### src/rtl/nrs_ce_mult_sched.sv
// nrs_ce_mult_sched
//   Issues received NRS resource elements and their QPSK pilot bits to the
//   signed complex multiplier's 4-slot result buffer through a write/read ring.
//   The per-pilot LS estimates are returned on a valid/ready interface, and a
//   fixed number of pilots is counted per subframe.
//
// Optional feature macro: CE_TIMEOUT_EN adds a stall watchdog that aborts the
// subframe and pulses sf_err. Without the macro, sf_err is tied to 0.
//
// Ports
//   clk, rst                 clock and asynchronous active-high reset
//   start                    one-cycle pulse that opens a subframe (IDLE only)
//   rx_valid/rx_ready        RE input handshake
//   rx_r, rx_i               signed RE, WIDTH_R_I bits
//   nrs_r, nrs_i             pilot QPSK bits (0 = +, 1 = -)
//   mult_en                  multiplier write strobe (set on accept)
//   mult_wr_addr/rd_addr     multiplier slot addresses
//   mult_rx_*, mult_nrs_*    RE and pilot bits passed through to the multiplier
//   mult_real/imag_reg       multiplier buffered result for slot mult_rd_addr
//   h_valid/h_ready          estimate handshake
//   h_r, h_i                 estimate, WIDTH_R_I+1 bits
//   h_idx                    pilot index within the subframe
//   busy                     state is not IDLE
//   sf_done                  one-cycle pulse at subframe completion
//   sf_err                   one-cycle pulse on watchdog abort
module nrs_ce_mult_sched #(
  parameter int unsigned WIDTH_R_I   = 16,
  parameter int unsigned NRS_PER_SF  = 8,
  parameter int unsigned MULT_LAT    = 1,
  parameter int unsigned TIMEOUT_CYC = 1024
) (
  input  logic                 clk,
  input  logic                 rst,
  input  logic                 start,
  input  logic                 rx_valid,
  output logic                 rx_ready,
  input  logic [WIDTH_R_I-1:0] rx_r,
  input  logic [WIDTH_R_I-1:0] rx_i,
  input  logic                 nrs_r,
  input  logic                 nrs_i,
  output logic                 mult_en,
  output logic [1:0]           mult_wr_addr,
  output logic [1:0]           mult_rd_addr,
  output logic [WIDTH_R_I-1:0] mult_rx_r,
  output logic [WIDTH_R_I-1:0] mult_rx_i,
  output logic                 mult_nrs_r,
  output logic                 mult_nrs_i,
  input  logic [WIDTH_R_I:0]   mult_real_reg,
  input  logic [WIDTH_R_I:0]   mult_imag_reg,
  output logic                 h_valid,
  input  logic                 h_ready,
  output logic [WIDTH_R_I:0]   h_r,
  output logic [WIDTH_R_I:0]   h_i,
  output logic [7:0]           h_idx,
  output logic                 busy,
  output logic                 sf_done,
  output logic                 sf_err
);

  localparam logic [7:0] NRS_N    = 8'(NRS_PER_SF);
  localparam logic [7:0] NRS_LAST = 8'(NRS_PER_SF - 1);
  localparam logic [1:0] LAT      = 2'(MULT_LAT);

  typedef enum logic [1:0] {IDLE, RUN, DRAIN, DONE} state_t;

  state_t     state;
  logic [1:0] wr_ptr;
  logic [1:0] rd_ptr;
  logic [2:0] count;
  logic [7:0] in_cnt;
  logic [7:0] out_cnt;
  logic [1:0] cd [4];   // per-slot countdown until the multiplier result is readable
  logic [3:0] vld;      // per-slot result-ready flags

  logic active;
  logic accept;
  logic pop;
  logic abort;

  // Handshake and pass-through paths; rx_ready never looks at rx_valid.
  assign active       = (state == RUN) || (state == DRAIN);
  assign rx_ready     = (state == RUN) && (count < 3'd4) && (in_cnt < NRS_N);
  assign accept       = rx_valid && rx_ready;
  assign h_valid      = active && vld[rd_ptr];
  assign pop          = h_valid && h_ready;

  assign mult_en      = accept;
  assign mult_wr_addr = wr_ptr;
  assign mult_rd_addr = rd_ptr;
  assign mult_rx_r    = rx_r;
  assign mult_rx_i    = rx_i;
  assign mult_nrs_r   = nrs_r;
  assign mult_nrs_i   = nrs_i;

  assign h_r          = mult_real_reg;
  assign h_i          = mult_imag_reg;
  assign h_idx        = out_cnt;
  assign busy         = (state != IDLE);
  assign sf_done      = (state == DONE);

  // FSM, ring pointers, occupancy and slot tracking.
  always_ff @(posedge clk or posedge rst) begin
    if (rst) begin
      state   <= IDLE;
      wr_ptr  <= '0;
      rd_ptr  <= '0;
      count   <= '0;
      in_cnt  <= '0;
      out_cnt <= '0;
      vld     <= '0;
      for (int i = 0; i < 4; i++) cd[i] <= '0;
    end else if (abort || ((state == IDLE) && start)) begin
      // Watchdog abort clears like reset; start opens a fresh subframe.
      state   <= abort ? IDLE : RUN;
      wr_ptr  <= '0;
      rd_ptr  <= '0;
      count   <= '0;
      in_cnt  <= '0;
      out_cnt <= '0;
      vld     <= '0;
      for (int i = 0; i < 4; i++) cd[i] <= '0;
    end else begin
      case (state)
        RUN:     if (accept && (in_cnt == NRS_LAST)) state <= DRAIN;
        DRAIN:   if (pop && (out_cnt == NRS_LAST)) state <= DONE;
        DONE:    state <= IDLE;
        default: state <= state;
      endcase

      if (active) begin
        // Countdowns of slots in flight; a slot turns valid as it hits zero.
        for (int i = 0; i < 4; i++) begin
          if (cd[i] != 2'd0) begin
            cd[i] <= cd[i] - 2'd1;
            if (cd[i] == 2'd1) vld[i] <= 1'b1;
          end
        end

        if (accept) begin
          cd[wr_ptr] <= LAT;
          wr_ptr     <= wr_ptr + 2'd1;
          in_cnt     <= in_cnt + 8'd1;
        end

        // The popped slot is valid with a zero countdown, so it never
        // collides with the accepted slot (count < 4 keeps them apart).
        if (pop) begin
          vld[rd_ptr] <= 1'b0;
          rd_ptr      <= rd_ptr + 2'd1;
          out_cnt     <= out_cnt + 8'd1;
        end

        case ({accept, pop})
          2'b10:   count <= count + 3'd1;
          2'b01:   count <= count - 3'd1;
          default: count <= count;
        endcase
      end
    end
  end

`ifdef CE_TIMEOUT_EN
  localparam int unsigned WD_W = $clog2(TIMEOUT_CYC + 1);

  logic [WD_W-1:0] wd;

  // Abort once the subframe has made no progress for TIMEOUT_CYC cycles.
  assign abort = active && !accept && !pop && (wd == WD_W'(TIMEOUT_CYC - 1));

  always_ff @(posedge clk or posedge rst) begin
    if (rst) begin
      wd     <= '0;
      sf_err <= 1'b0;
    end else begin
      sf_err <= abort;
      if (!active || accept || pop || abort) wd <= '0;
      else                                   wd <= wd + WD_W'(1);
    end
  end
`else
  logic unused_cfg;

  assign abort      = 1'b0;
  assign sf_err     = 1'b0;
  assign unused_cfg = ^32'(TIMEOUT_CYC);
`endif

endmodule
### config.mk
export PLATFORM = sky130hd
export DESIGN_NAME = nrs_ce_mult_sched
export DESIGN_NICKNAME = d
export VERILOG_FILES = /design/src/rtl/nrs_ce_mult_sched.sv
export SDC_FILE = /design/constraint.sdc
export NUM_CORES = 1
export LEC_CHECK = 0
export BUFFER_PORTS_ARGS = -buffer_cell sky130_fd_sc_hd__clkbuf_2
export CELL_PAD_IN_SITES_DETAIL_PLACEMENT = 2
export CELL_PAD_IN_SITES_GLOBAL_PLACEMENT = 2
export CORE_MARGIN = 5
export CORE_UTILIZATION = 23
export DETAILED_ROUTE_END_ITERATION = 8
export PLACE_DENSITY_LB_ADDON = 0.2
export SYNTH_ARGS = -nofsm -noshare
export SYNTH_HDL_FRONTEND = slang
export SYNTH_SLANG_ARGS = --single-unit
### constraint.sdc
create_clock -name clk -period 2.99 [get_ports clk]
set_clock_uncertainty 0.15 [all_clocks]
set_input_delay 0 -clock clk [delete_from_list [all_inputs] [get_ports clk]]
set_output_delay 0 -clock clk [all_outputs]
set_load 0.03 [all_outputs]
==> metrics.md <==
| Metric | Value |
|---|---|
| Row cnt | 38 |
| Setup total negative slack | 0 ns |
| Max-cap violations | 0 |
| Final period util | 0.879 |
| LEAKAGE | 0.00139 uW |
| DRC violations left | 0 |
| H-tree Lvls | 2 |
| DPL Wire Length | 4070 um |
| Area of the die | 0.0132 mm^2 |
| CTS Buf Count | 5 |
| Post-synth EDFFs | 0 |
| Layout cell share with drive strength beyond 1 | 0.139 |
| Seq/Total Area, Yosys | 0.367 |
| First-pass GRT wire length | 10500 um |
| Starting Density | 0.234 |
| Syn Area/Cell | 9.50 um^2 |
| Worst Tran Pin Value | 0.521 ns |
| Predominant post-synthesis flop cell | dfrtp_1 |
| Crit-path max FO | 8 |
| Pre-antenna DRT Iters | 4 |
| Worst-path clk slew | 0.08 ns |
| Kind of critical path | reg2reg |
| Post-synthesis instance total | 266 |
| Mapped cell area | 0.00253 mm^2 |
| Crit-path cells | inv_1 > ha_1 > nand3_1 > o22ai_4 > and2_1 > fa_1 > nand2_1 > o31ai_1 > mux2i_1 |
| Core area | 0.0108 mm^2 |
| DRT Wirelength | 6740 um |
| RSZ-0062 raised after global routing | no |
| Vias in the first global route | 2052 |
| Gpl congestion | 0.673 |
| Vias | 1859 |
| IO Pins | 159 |
| Crit. End Element | flop |
| Via-per-instance ratio | 4.28 |
| Total GRT Usage | 0.101 |
| Fmax | 380 MHz |
| Final ANT Viol Nets | 0 |
| Worst-skew pair later-pin latency | 0.29 ns |
| Wire per inst | 15.5 um |
| Commonest non-fill, non-tap cell in the layout | dlygate4sd3_1 |
| Register bit total from synthesis | 37 |
| CP Data Required Time | 3.05 ns |
| Buf+Inv Stages, Crit Path | 1 |
| Clk sinks | 37 |
| CP max-delay cell | ha_1 |
| Syn nets | 357 |
| Distinct cells, synth | 36 |
| ANT cells | 0 |
| CP top delay family | adder cells |
| Ys Warns | 0 |
| Final core utilization | 0.287 |
| CTS tree | yes |
| Most frequent cells in the layout | 69 x dlygate4sd3_1, 37 x dfrtp_1, 21 x clkbuf_2, 18 x nand2_1, 18 x nor2_1 |
| Hold Path Class | in2reg |
| Grt ovf | 0 |
| Crit path time final | 2.63 ns |
| Final #Nets | 384 |
| Post-synthesis async set-or-reset flop share | 1.00 |
| CTS Buffer Depth | 2 |
| Slew Viols, Final | 0 |
| Largest net degree at the start of global routing | 38 |
| Pwr per Cell Area | 812 mW/mm^2 |
| Slew margin rel. | 0.653 |
| Met2 wire length | 3150 um |
| Worst EP arrival | 2.69 ns |
| Antenna violations before repair | 0 |
| Iteration-0 DRC Markers | 22 |
| Hold Vio Cnt, Final | 0 |
| Total Power | 2510 uW |
| Die height | 115 um |
| Port Buffers | 21 |
| Root Driver | clkbuf_8 |
| Met1 wire length | 3030 um |
| Max IR drop VDD | 227 uV |
| Max Used Layer | met4 |
| CP max stage delay | 0.48 ns |
| Synth-to-Final Area Change | 22.6% |
| Status | complete, no violations |
| Crit start category | flop |
| Chip Width | 115 um |
| Setup violators final | 0 |
| Met3 wire length | 469 um |
[worst paths after layout]
| check | endpoint | slack [ns] | cells after the start | from |
|---|---|---|---|---|
| worst max register to register | count[2] | 0.36 | 9 | state[0] |
| worst min register to register | cd[3] | 0.38 | 2 | cd[3] |
| worst min-delay path | mult_rd_addr[0] | 0.004 | 4 | h_ready |
| min in group asynchronous | h_idx[5] | 0.23 | 4 | rst |
| worst max-delay path | count[2] | 0.36 | 9 | state[0] |
| max in group asynchronous | vld[1] | 2.10 | 4 | rst |
[where the power goes]
part / switching, uW / total (uW) / internal (uW)
clock: 189 / 398 / 209
sequential: 160 / 803 / 643
combinational: 822 / 1310 / 492
[worst min-delay path: cells and delay by family]
family          cells  cell delay [ns]
simple gates        2             0.25
compound gates      1             0.05
buf+inv             1             0.10
[cell usage after synthesis (all sizes together), types with 7 or more instances]
library cell | count | area share
nand2 | 18 | 0.027
inv | 12 | 0.018
dfrtp | 37 | 0.37
nor2 | 18 | 0.027
buf | 71 | 0.21
a31oi | 8 | 0.020
xor2 | 8 | 0.028
ha | 17 | 0.084
and2 | 7 | 0.017
nand3 | 9 | 0.018
a211oi | 8 | 0.024
[repair_timing]
item	CTS	global route
buffers inserted	0	2
hold buffers	69	0
setup endpoints to repair	0	1
resized for setup	0	0
endpoints found under the hold margin	105	0
[kinds of logic after synthesis]
family / share of synthesized area
xor gates and xnor gates: 0.0381
muxes: 0.0297
AOI/OAI and AO/OA: 0.0812
and+or+nand+nor: 0.155
adders and majority gates: 0.0921
buffers and inverters: 0.236
other: 0.00148
DFF: 0.367
[per-stage QoR]
step | hold WS (ns) | setup slack, ns | cell area, um^2 | std cells
after floorplan | -0.0183 | 0.473 | 2530 | 266
after global placement | -0.150 | 0.306 | 2290 | 355
after detailed placement | -0.150 | 0.203 | 2290 | 355
after CTS | 0.000637 | 0.179 | 3080 | 432
after global routing | 0.0431 | 0.0638 | 3100 | 434
final | 0.00352 | 0.360 | 3100 | 434
[per-layer routing]
| metal | track usage | up-vias |
|---|---|---|
| met5 | 0 | - |
| met2 | 0.167 | 104 |
| met3 | 0.0168 | 4 |
| met1 | 0.133 | 891 |
| li1 | - | 860 |
| met4 | 0.0329 | 0 |
[state kept, by name, summed over array words and instances, names as in the netlist]
name	count
mult_rd_addr	2
count	3
cd	8
h_idx	8
vld	4
in_cnt	8
mult_wr_addr	2
state	2
[cell type report]
| class | count | area [um^2] |
|---|---|---|
| Clock inverter | 1 | 5.00 |
| Inverter | 13 | 50.0 |
| Sequential cell | 37 | 926 |
| Fill cell | 1161 | 7690 |
| Timing Repair Buffer | 96 | 841 |
| Clock buffer | 7 | 96.3 |
| Tap cell | 140 | 175 |
| Multi-Input combinational cell | 140 | 1000 |
No activity file was read; power rests on OpenSTA's default activity.
